`src/rtl/pio_gen2_pkg.sv`:
```
// Shared definitions for pio_gen2: register map, edge-type codes, synchroniser depth.
// PIO_GEN2_SYNC2_EN selects a two-flop input synchroniser; default is a single register.
package pio_gen2_pkg;

    localparam logic [2:0] ADDR_DATA = 3'd0;
    localparam logic [2:0] ADDR_DIR  = 3'd1;
    localparam logic [2:0] ADDR_MASK = 3'd2;
    localparam logic [2:0] ADDR_EDGE = 3'd3;
    localparam logic [2:0] ADDR_SET  = 3'd4;
    localparam logic [2:0] ADDR_CLR  = 3'd5;

    localparam int unsigned EDGE_RISE = 0;
    localparam int unsigned EDGE_FALL = 1;
    localparam int unsigned EDGE_ANY  = 2;

`ifdef PIO_GEN2_SYNC2_EN
    localparam int unsigned SYNC_DEPTH = 2;
`else
    localparam int unsigned SYNC_DEPTH = 1;
`endif

    // Detection is enabled once the reset-zeroed pipeline has filled with real samples.
    localparam logic [1:0] PRIME_DONE = 2'(SYNC_DEPTH + 1);

endpackage

```
`src/rtl/pio_gen2_edge.sv`:
```
// Input synchroniser, previous-sample register, priming counter and edge detect.
// Depth follows PIO_GEN2_SYNC2_EN (two flops when defined, one otherwise).
module pio_gen2_edge
    import pio_gen2_pkg::*;
#(
    parameter int unsigned WIDTH     = 8,
    parameter int unsigned EDGE_TYPE = EDGE_RISE
) (
    input  logic             clk,
    input  logic             reset_n,
    input  logic [WIDTH-1:0] in_port,
    input  logic [WIDTH-1:0] oe,
    output logic [WIDTH-1:0] s,
    output logic [WIDTH-1:0] detect
);

    logic [WIDTH-1:0] sync_q;
    logic [WIDTH-1:0] prev_q;
    logic [1:0]       prime_cnt;
    logic             primed;
    logic [WIDTH-1:0] edge_raw;

`ifdef PIO_GEN2_SYNC2_EN
    logic [WIDTH-1:0] meta_q;

    always_ff @(posedge clk or negedge reset_n) begin
        if (!reset_n) begin
            meta_q <= '0;
            sync_q <= '0;
        end else begin
            meta_q <= in_port;
            sync_q <= meta_q;
        end
    end
`else
    always_ff @(posedge clk or negedge reset_n) begin
        if (!reset_n) begin
            sync_q <= '0;
        end else begin
            sync_q <= in_port;
        end
    end
`endif

    // prev_q tracks s regardless of direction, so an output->input switch sees no edge.
    always_ff @(posedge clk or negedge reset_n) begin
        if (!reset_n) begin
            prev_q    <= '0;
            prime_cnt <= '0;
        end else begin
            prev_q <= sync_q;
            if (!primed) begin
                prime_cnt <= prime_cnt + 2'd1;
            end
        end
    end

    assign primed = (prime_cnt == PRIME_DONE);
    assign s      = sync_q;

    always_comb begin
        edge_raw = '0;
        case (EDGE_TYPE)
            EDGE_RISE: edge_raw = sync_q & ~prev_q;
            EDGE_FALL: edge_raw = ~sync_q & prev_q;
            default:   edge_raw = sync_q ^ prev_q;
        endcase
    end

    assign detect = primed ? (edge_raw & ~oe) : '0;

endmodule

```
`src/rtl/pio_gen2.sv`:
```
// Parametrised Avalon-MM PIO: per-bit direction, set/clear output access, edge capture irq.
// Build option PIO_GEN2_SYNC2_EN selects a two-flop input synchroniser.
module pio_gen2
    import pio_gen2_pkg::*;
#(
    parameter int unsigned      WIDTH     = 8,
    parameter logic [WIDTH-1:0] OUT_RESET = '0,
    parameter logic [WIDTH-1:0] DIR_RESET = '0,
    parameter int unsigned      EDGE_TYPE = EDGE_RISE
) (
    input  logic             clk,
    input  logic             reset_n,
    input  logic [2:0]       address,
    input  logic             chipselect,
    input  logic             write_n,
    input  logic [31:0]      writedata,
    output logic [31:0]      readdata,
    input  logic [WIDTH-1:0] in_port,
    output logic [WIDTH-1:0] out_port,
    output logic [WIDTH-1:0] oe,
    output logic             irq
);

    logic             wr_strobe;
    logic [WIDTH-1:0] wd;
    logic [WIDTH-1:0] data_out;
    logic [WIDTH-1:0] dir_q;
    logic [WIDTH-1:0] mask_q;
    logic [WIDTH-1:0] cap_q;
    logic [WIDTH-1:0] cap_clr;
    logic [WIDTH-1:0] s;
    logic [WIDTH-1:0] detect;
    logic             unused_wd;

    assign wr_strobe = chipselect & ~write_n;
    assign wd        = writedata[WIDTH-1:0];
    // Bits above WIDTH are intentionally discarded.
    assign unused_wd = ^writedata;

    pio_gen2_edge #(
        .WIDTH    (WIDTH),
        .EDGE_TYPE(EDGE_TYPE)
    ) u_edge (
        .clk    (clk),
        .reset_n(reset_n),
        .in_port(in_port),
        .oe     (dir_q),
        .s      (s),
        .detect (detect)
    );

    always_ff @(posedge clk or negedge reset_n) begin
        if (!reset_n) begin
            data_out <= OUT_RESET;
            dir_q    <= DIR_RESET;
            mask_q   <= '0;
        end else if (wr_strobe) begin
            case (address)
                ADDR_DATA: data_out <= wd;
                ADDR_DIR:  dir_q    <= wd;
                ADDR_MASK: mask_q   <= wd;
                ADDR_SET:  data_out <= data_out | wd;
                ADDR_CLR:  data_out <= data_out & ~wd;
                default:   ;
            endcase
        end
    end

    assign cap_clr = (wr_strobe && (address == ADDR_EDGE)) ? wd : '0;

    // A new edge overrides a same-cycle write-1-to-clear on that bit.
    always_ff @(posedge clk or negedge reset_n) begin
        if (!reset_n) begin
            cap_q <= '0;
        end else begin
            cap_q <= (cap_q & ~cap_clr) | detect;
        end
    end

    always_comb begin
        readdata = '0;
        case (address)
            ADDR_DATA: readdata[WIDTH-1:0] = (dir_q & data_out) | (~dir_q & s);
            ADDR_DIR:  readdata[WIDTH-1:0] = dir_q;
            ADDR_MASK: readdata[WIDTH-1:0] = mask_q;
            ADDR_EDGE: readdata[WIDTH-1:0] = cap_q;
            default:   readdata = '0;
        endcase
    end

    assign out_port = data_out;
    assign oe       = dir_q;
    assign irq      = |(cap_q & mask_q);

endmodule

```
`config.mk`:
```
export PLATFORM = sky130hd
export DESIGN_NAME = pio_gen2
export DESIGN_NICKNAME = d
export VERILOG_FILES = /design/src/rtl/pio_gen2_pkg.sv /design/src/rtl/pio_gen2_edge.sv /design/src/rtl/pio_gen2.sv
export SDC_FILE = /design/constraint.sdc
export NUM_CORES = 1
export LEC_CHECK = 0
export BUFFER_PORTS_ARGS = -buffer_cell sky130_fd_sc_hd__buf_4
export CAP_MARGIN = 20
export CORE_AREA = 2 2 121 94
export CTS_BUF_LIST = sky130_fd_sc_hd__clkbuf_4 sky130_fd_sc_hd__clkbuf_8
export CTS_CLUSTER_SIZE = 16
export DETAILED_ROUTE_END_ITERATION = 8
export DIE_AREA = 0 0 123 96
export PLACE_DENSITY_LB_ADDON = 0.08
export SYNTH_ARGS = -nofsm -noshare
export SYNTH_HDL_FRONTEND = slang
export SYNTH_HIERARCHICAL = 1
export SYNTH_SLANG_ARGS = --single-unit
```
`constraint.sdc`:
```
create_clock -name clk -period 1.23 [get_ports clk]
set_input_delay 0.123 -clock clk [delete_from_list [all_inputs] [get_ports clk]]
set_output_delay 0.123 -clock clk [all_outputs]
set_load 0.005 [all_outputs]
```
* Word-level counts from Yosys, hierarchy flattened
Cells that the tools add are included.
** Storage, ports and cells
- Flip-flop bits (word level) :: 50
- Input bits :: 47
- Output and inout bits :: 49
- Logic and storage cells :: 41
** Cells by class
- Bitwise operators :: 16
- Equal/unequal tests :: 6
- Add/subtract/negate cells :: 1
- Multiplexer cells :: 4
- Reduce and logical (&&, ||, !) cells :: 7
** Operator list (count)
- AND 8 bit :: 7
- inverter 8 bit :: 4
- case mux 8 bit (4 select lines) :: 1
- OR 8 bit :: 3
- case mux 8 bit (3 select lines) :: 1
- 2-to-1 mux 8 bit :: 2
- OR reduction 8 bit :: 1
- equality test 3 x 2 -> 1 bit (second input constant) :: 2
- equality test 3 bit (second input constant) :: 2
- AND reduction 2 bit :: 3
- equality test 3 x 1 -> 1 bit (second input constant) :: 1
- logical NOT 3 bit :: 1
- nonzero test 3 bit :: 1
- adder 2 x 1 -> 2 bit (second input constant) :: 1
- equality test 2 bit (second input constant) :: 1
- AND 1 bit :: 1
- logical AND 1 bit :: 1
- inverter 1 bit :: 1

* Logic depth before layout (Yosys ltp)
- Word-level depth :: 7
- Mapped depth :: 5

* By module
Netlist, hierarchy kept.
** By module, submodules not included
- pio_gen2 :: cells each 176, instances 1, area each 1911.8 um2
- pio_gen2_edge :: cells each 32, instances 1, area each 680.7 um2

* Worst setup path after synthesis
OpenSTA, ideal clock, no wires.
- Path type :: input-to-reg
- Start point :: in write_n
- End point :: reg dir_q[0] (netlist: oe[0])
- Data arrival time :: 1.166 ns
- Setup time :: 0.125 ns
- Slack :: -0.062 ns
- Stages on the path :: 4
- Cell sequence :: nand2b_4 -> or4b_1 -> buf_6 -> mux2_4
** On the way
- Cells in the longest elaborated chain, start to end :: 3
** Ends and longest elaborated chain
- start, declared :: line pio_gen2.sv:15 : input logic write_n,
- inverter 1 bit :: line pio_gen2.sv:35 : assign wr_strobe = chipselect & ~write_n;
- AND 1 bit :: line pio_gen2.sv:35
- AND reduction 2 bit (no line)
- end signal, assigned :: line pio_gen2.sv:60 : ADDR_DIR: dir_q <= wd;
- end, declared :: line pio_gen2.sv:27 : logic [WIDTH-1:0] dir_q;
No other way between the ends.
A chain may end at the register's enable or synchronous reset.

* Worst setup path after layout
- Start point :: reg mask_q[5]
- End point :: out irq
** On the way
- Cells in the longest elaborated chain, start to end :: 2
** Ends and longest elaborated chain
- start, declared :: line pio_gen2.sv:28 : logic [WIDTH-1:0] mask_q;
- start signal, assigned :: line pio_gen2.sv:61 : ADDR_MASK: mask_q <= wd;
- AND 8 bit :: line pio_gen2.sv:93 : assign irq = |(cap_q & mask_q);
- OR reduction 8 bit :: line pio_gen2.sv:93
- end, declared :: line pio_gen2.sv:21 : output logic irq
No other way between the ends.

==> reports/results.ini <==
[min_path]
min_to = oe[6]
worstHoldStart = writedata[6]
hp-class = in -> reg
hold_path_depth = 2

[sta]
setup_viol = 9
hold_viol_final = 0
final_max_slew_viol_count = 0
holdWs_ps = 97.72
layout_setup_ws_ps = -169.0
fin_crit_sh_pct = 113.7
finalClockSkew_ps = 5.582
rsz0062_at_grt = true
finalCriticalPeriod_ps = 1399
fmax_mhz = 714.8

[grt]
grt_pass1_wl_mm = 10.63
grt_overflow = 0
grt_pass1_vias = 1847
grt_usage_pct = 12.15
antenna_found_initial = 0
grt_max_degree = 24

[yosys]
synth_top_family_by_area = simple AND/OR/NAND/NOR gates
muxShareOfSynthArea_pct = 13.13
yosys.area.top_type = dfrtp_1
yosys_register_bits = 50
synth_compound_area_share_pct = 12.60
synth-xor-area-share_pct = 0.3378
avgSynthCellArea_um2 = 12.46
yosysWarnings = 6
syn_inst = 208
synth-main-ff-cell = dfrtp_1
yosys.area_share.adder_pct = 0.4826
synth_edf_count = 0
seq_area_frac_synth_pct = 48.26
synthArstFlopShare_pct = 100.0
yosysUniqueCellTypes = 34
yosysTopAreaCellShare_pct = 48.26
synth-simple-area-share_pct = 15.64
synth_area_um2 = 2592
synth_area_leaders = dfrtp_1 (48%), buf_4 (6.9%), nor4bb_4 (6.8%)

[route]
drtIter0Drc = 63
drtPass1Iterations = 4
ant_nets = 0
viasPerCell = 4.309
via_count = 1913
wirelength_mm = 6.924
avgRoutedWirePerCell_um = 15.59
drc = 0

[floorplan]
chipWidth_um = 123
initial_utilization_pct = 24.34
die_area_um2 = 11810
core_um2 = 10650
die_h_um = 96
std_cell_rows = 33
io_pins = 96

[layout]
final_common_cell = buf_4
multi_input_area_um2 = 1245
utilization_pct = 33.66
ff_latch_area_um2 = 1251
nFillCells = 1109
layout-area-overhead-vs-synth_pct = 38.32
final_cell_mix = buf_4 (84), dfrtp_1 (50), conb_1 (24), mux2i_1 (13)
num_antenna_cells = 0
drive_gt1_share_pct = 45.39
final_cell_area_um2 = 3586
finalNonFillerCells = 444
nets = 351

[placement]
place_inst = 414
placed_area_um2 = 3208
gp_congestion = 0.7006
portBuffers = 47
dp_hpwl_mm = 4.920

[clocking]
path_clk_slew_ps = 90
cts.sinks = 50
clock_latency_ps = 300
clockBufferDepth = 2
cts_buffers = 5
clock-root-buffer = clkbuf_8
cts_tree = built
htreeDepth = 2

[critical_path]
crit_path_start_kind = flip-flop
cp_data_arrival_time_ps = 1280
r2r_end = cap_q[7]
r2r_setup_slack_ps = 70
critPathCaptureType = output pin
worstPathRequired_ps = 1110
rr_startpoint = u_edge/prime_cnt[0]
cp_max_fo = 3
path_class = reg -> out
reg2reg_depth = 5

[flow_run]
max_cap_viol_count = 0

[power_and_ir_drop]
leakage_nw = 1.672
ir_drop_mv = 0.4287
p_per_area_nw_per_um2 = 1322

[outcome]
status = finished, violations left
violations = setup timing

-- critical path: stages, from the launching register on --
cell,delay [ps]
dfrtp_1,410
a22oi_2,230
nand4_1,160
buf_4,170
-- Yosys cell counts (6+ instances only) --
cell type / n
nand2b_1: 9
buf_4: 24
mux2_2: 8
mux2_4: 8
mux2i_1: 13
o21ai_0: 14
a221o_1: 8
a211oi_1: 6
nand2_1: 9
dfrtp_1: 50
nor4bb_4: 7
nor3b_1: 8
-- layout make-up --
class                           count  area share [%]
Timing Repair Buffer               99           22.23
Clock buffer                        8           3.070
Inverter                            2          0.2094
Tap cell                          140           4.885
Multi-Input combinational cell    145           34.72
Sequential cell                    50           34.89
-- what timing repair did --
action / in CTS / in global routing
gates cloned: 0 / 0
endpoints found under the hold margin: 47 / 0
hold buffers: 9 / 0
buffers inserted: 8 / 5
setup endpoints to repair: 9 / 16
pin swaps: 14 / 6
resized for setup: 14 / 10
-- power by group --
part / leakage, nW / internal, W / switching, W
clock: 0.0575 / 0.000570 / 0.000563
sequential: 0.573 / 0.00189 / 0.000227
combinational: 1.04 / 0.000939 / 0.000551
total: 1.67 / 0.00340 / 0.00134
-- logic make-up after synthesis --
kind of cell / after synthesis
AOI/OAI and AO/OA: 46
xor gates and xnor gates: 1
adders and majority gates: 1
buffers and inverters: 36
DFF: 50
muxes: 29
other: 1
and+or+nand+nor: 44
-- registers in the layout, summed over array words and instances, names as in the netlist --
name              cells
u_edge/s              8
out_port              8
oe                    8
cap_q                 8
u_edge/prime_cnt      2
u_edge/prev_q         8
mask_q                8
-- how the worst max path moves through the flow --
stage / startpoint / end / slack, ps / depth (start not counted)
after floorplan: write_n / oe[0] / -60 / 4
after global placement: write_n / oe[7] / -240 / 5
after detailed placement: write_n / oe[5] / -250 / 5
after CTS: mask_q[5] / irq / -190 / 3
after global routing: mask_q[5] / irq / -260 / 3
final: mask_q[5] / irq / -170 / 3
-- metal layers --
layer | GRT usage [%] | share of wire (%)
met5 | 0 | 0
met3 | 2.547 | 4.6
met4 | 2.557 | 0.45
met2 | 16.99 | 43
met1 | 18.93 | 52
-- metrics by stage --
step / setup WS, ps / power [W] / TNS [ps]
after global placement: -235.2 / 0.003403 / -3768
after global routing: -260.8 / 0.005056 / -2065
after detailed placement: -246.9 / 0.003409 / -3712
after CTS: -191.7 / 0.004742 / -1524
after floorplan: -61.60 / 0.002780 / -492.8
final: -169.0 / 0.004742 / -1308
(Power assumes the default switching activity.)
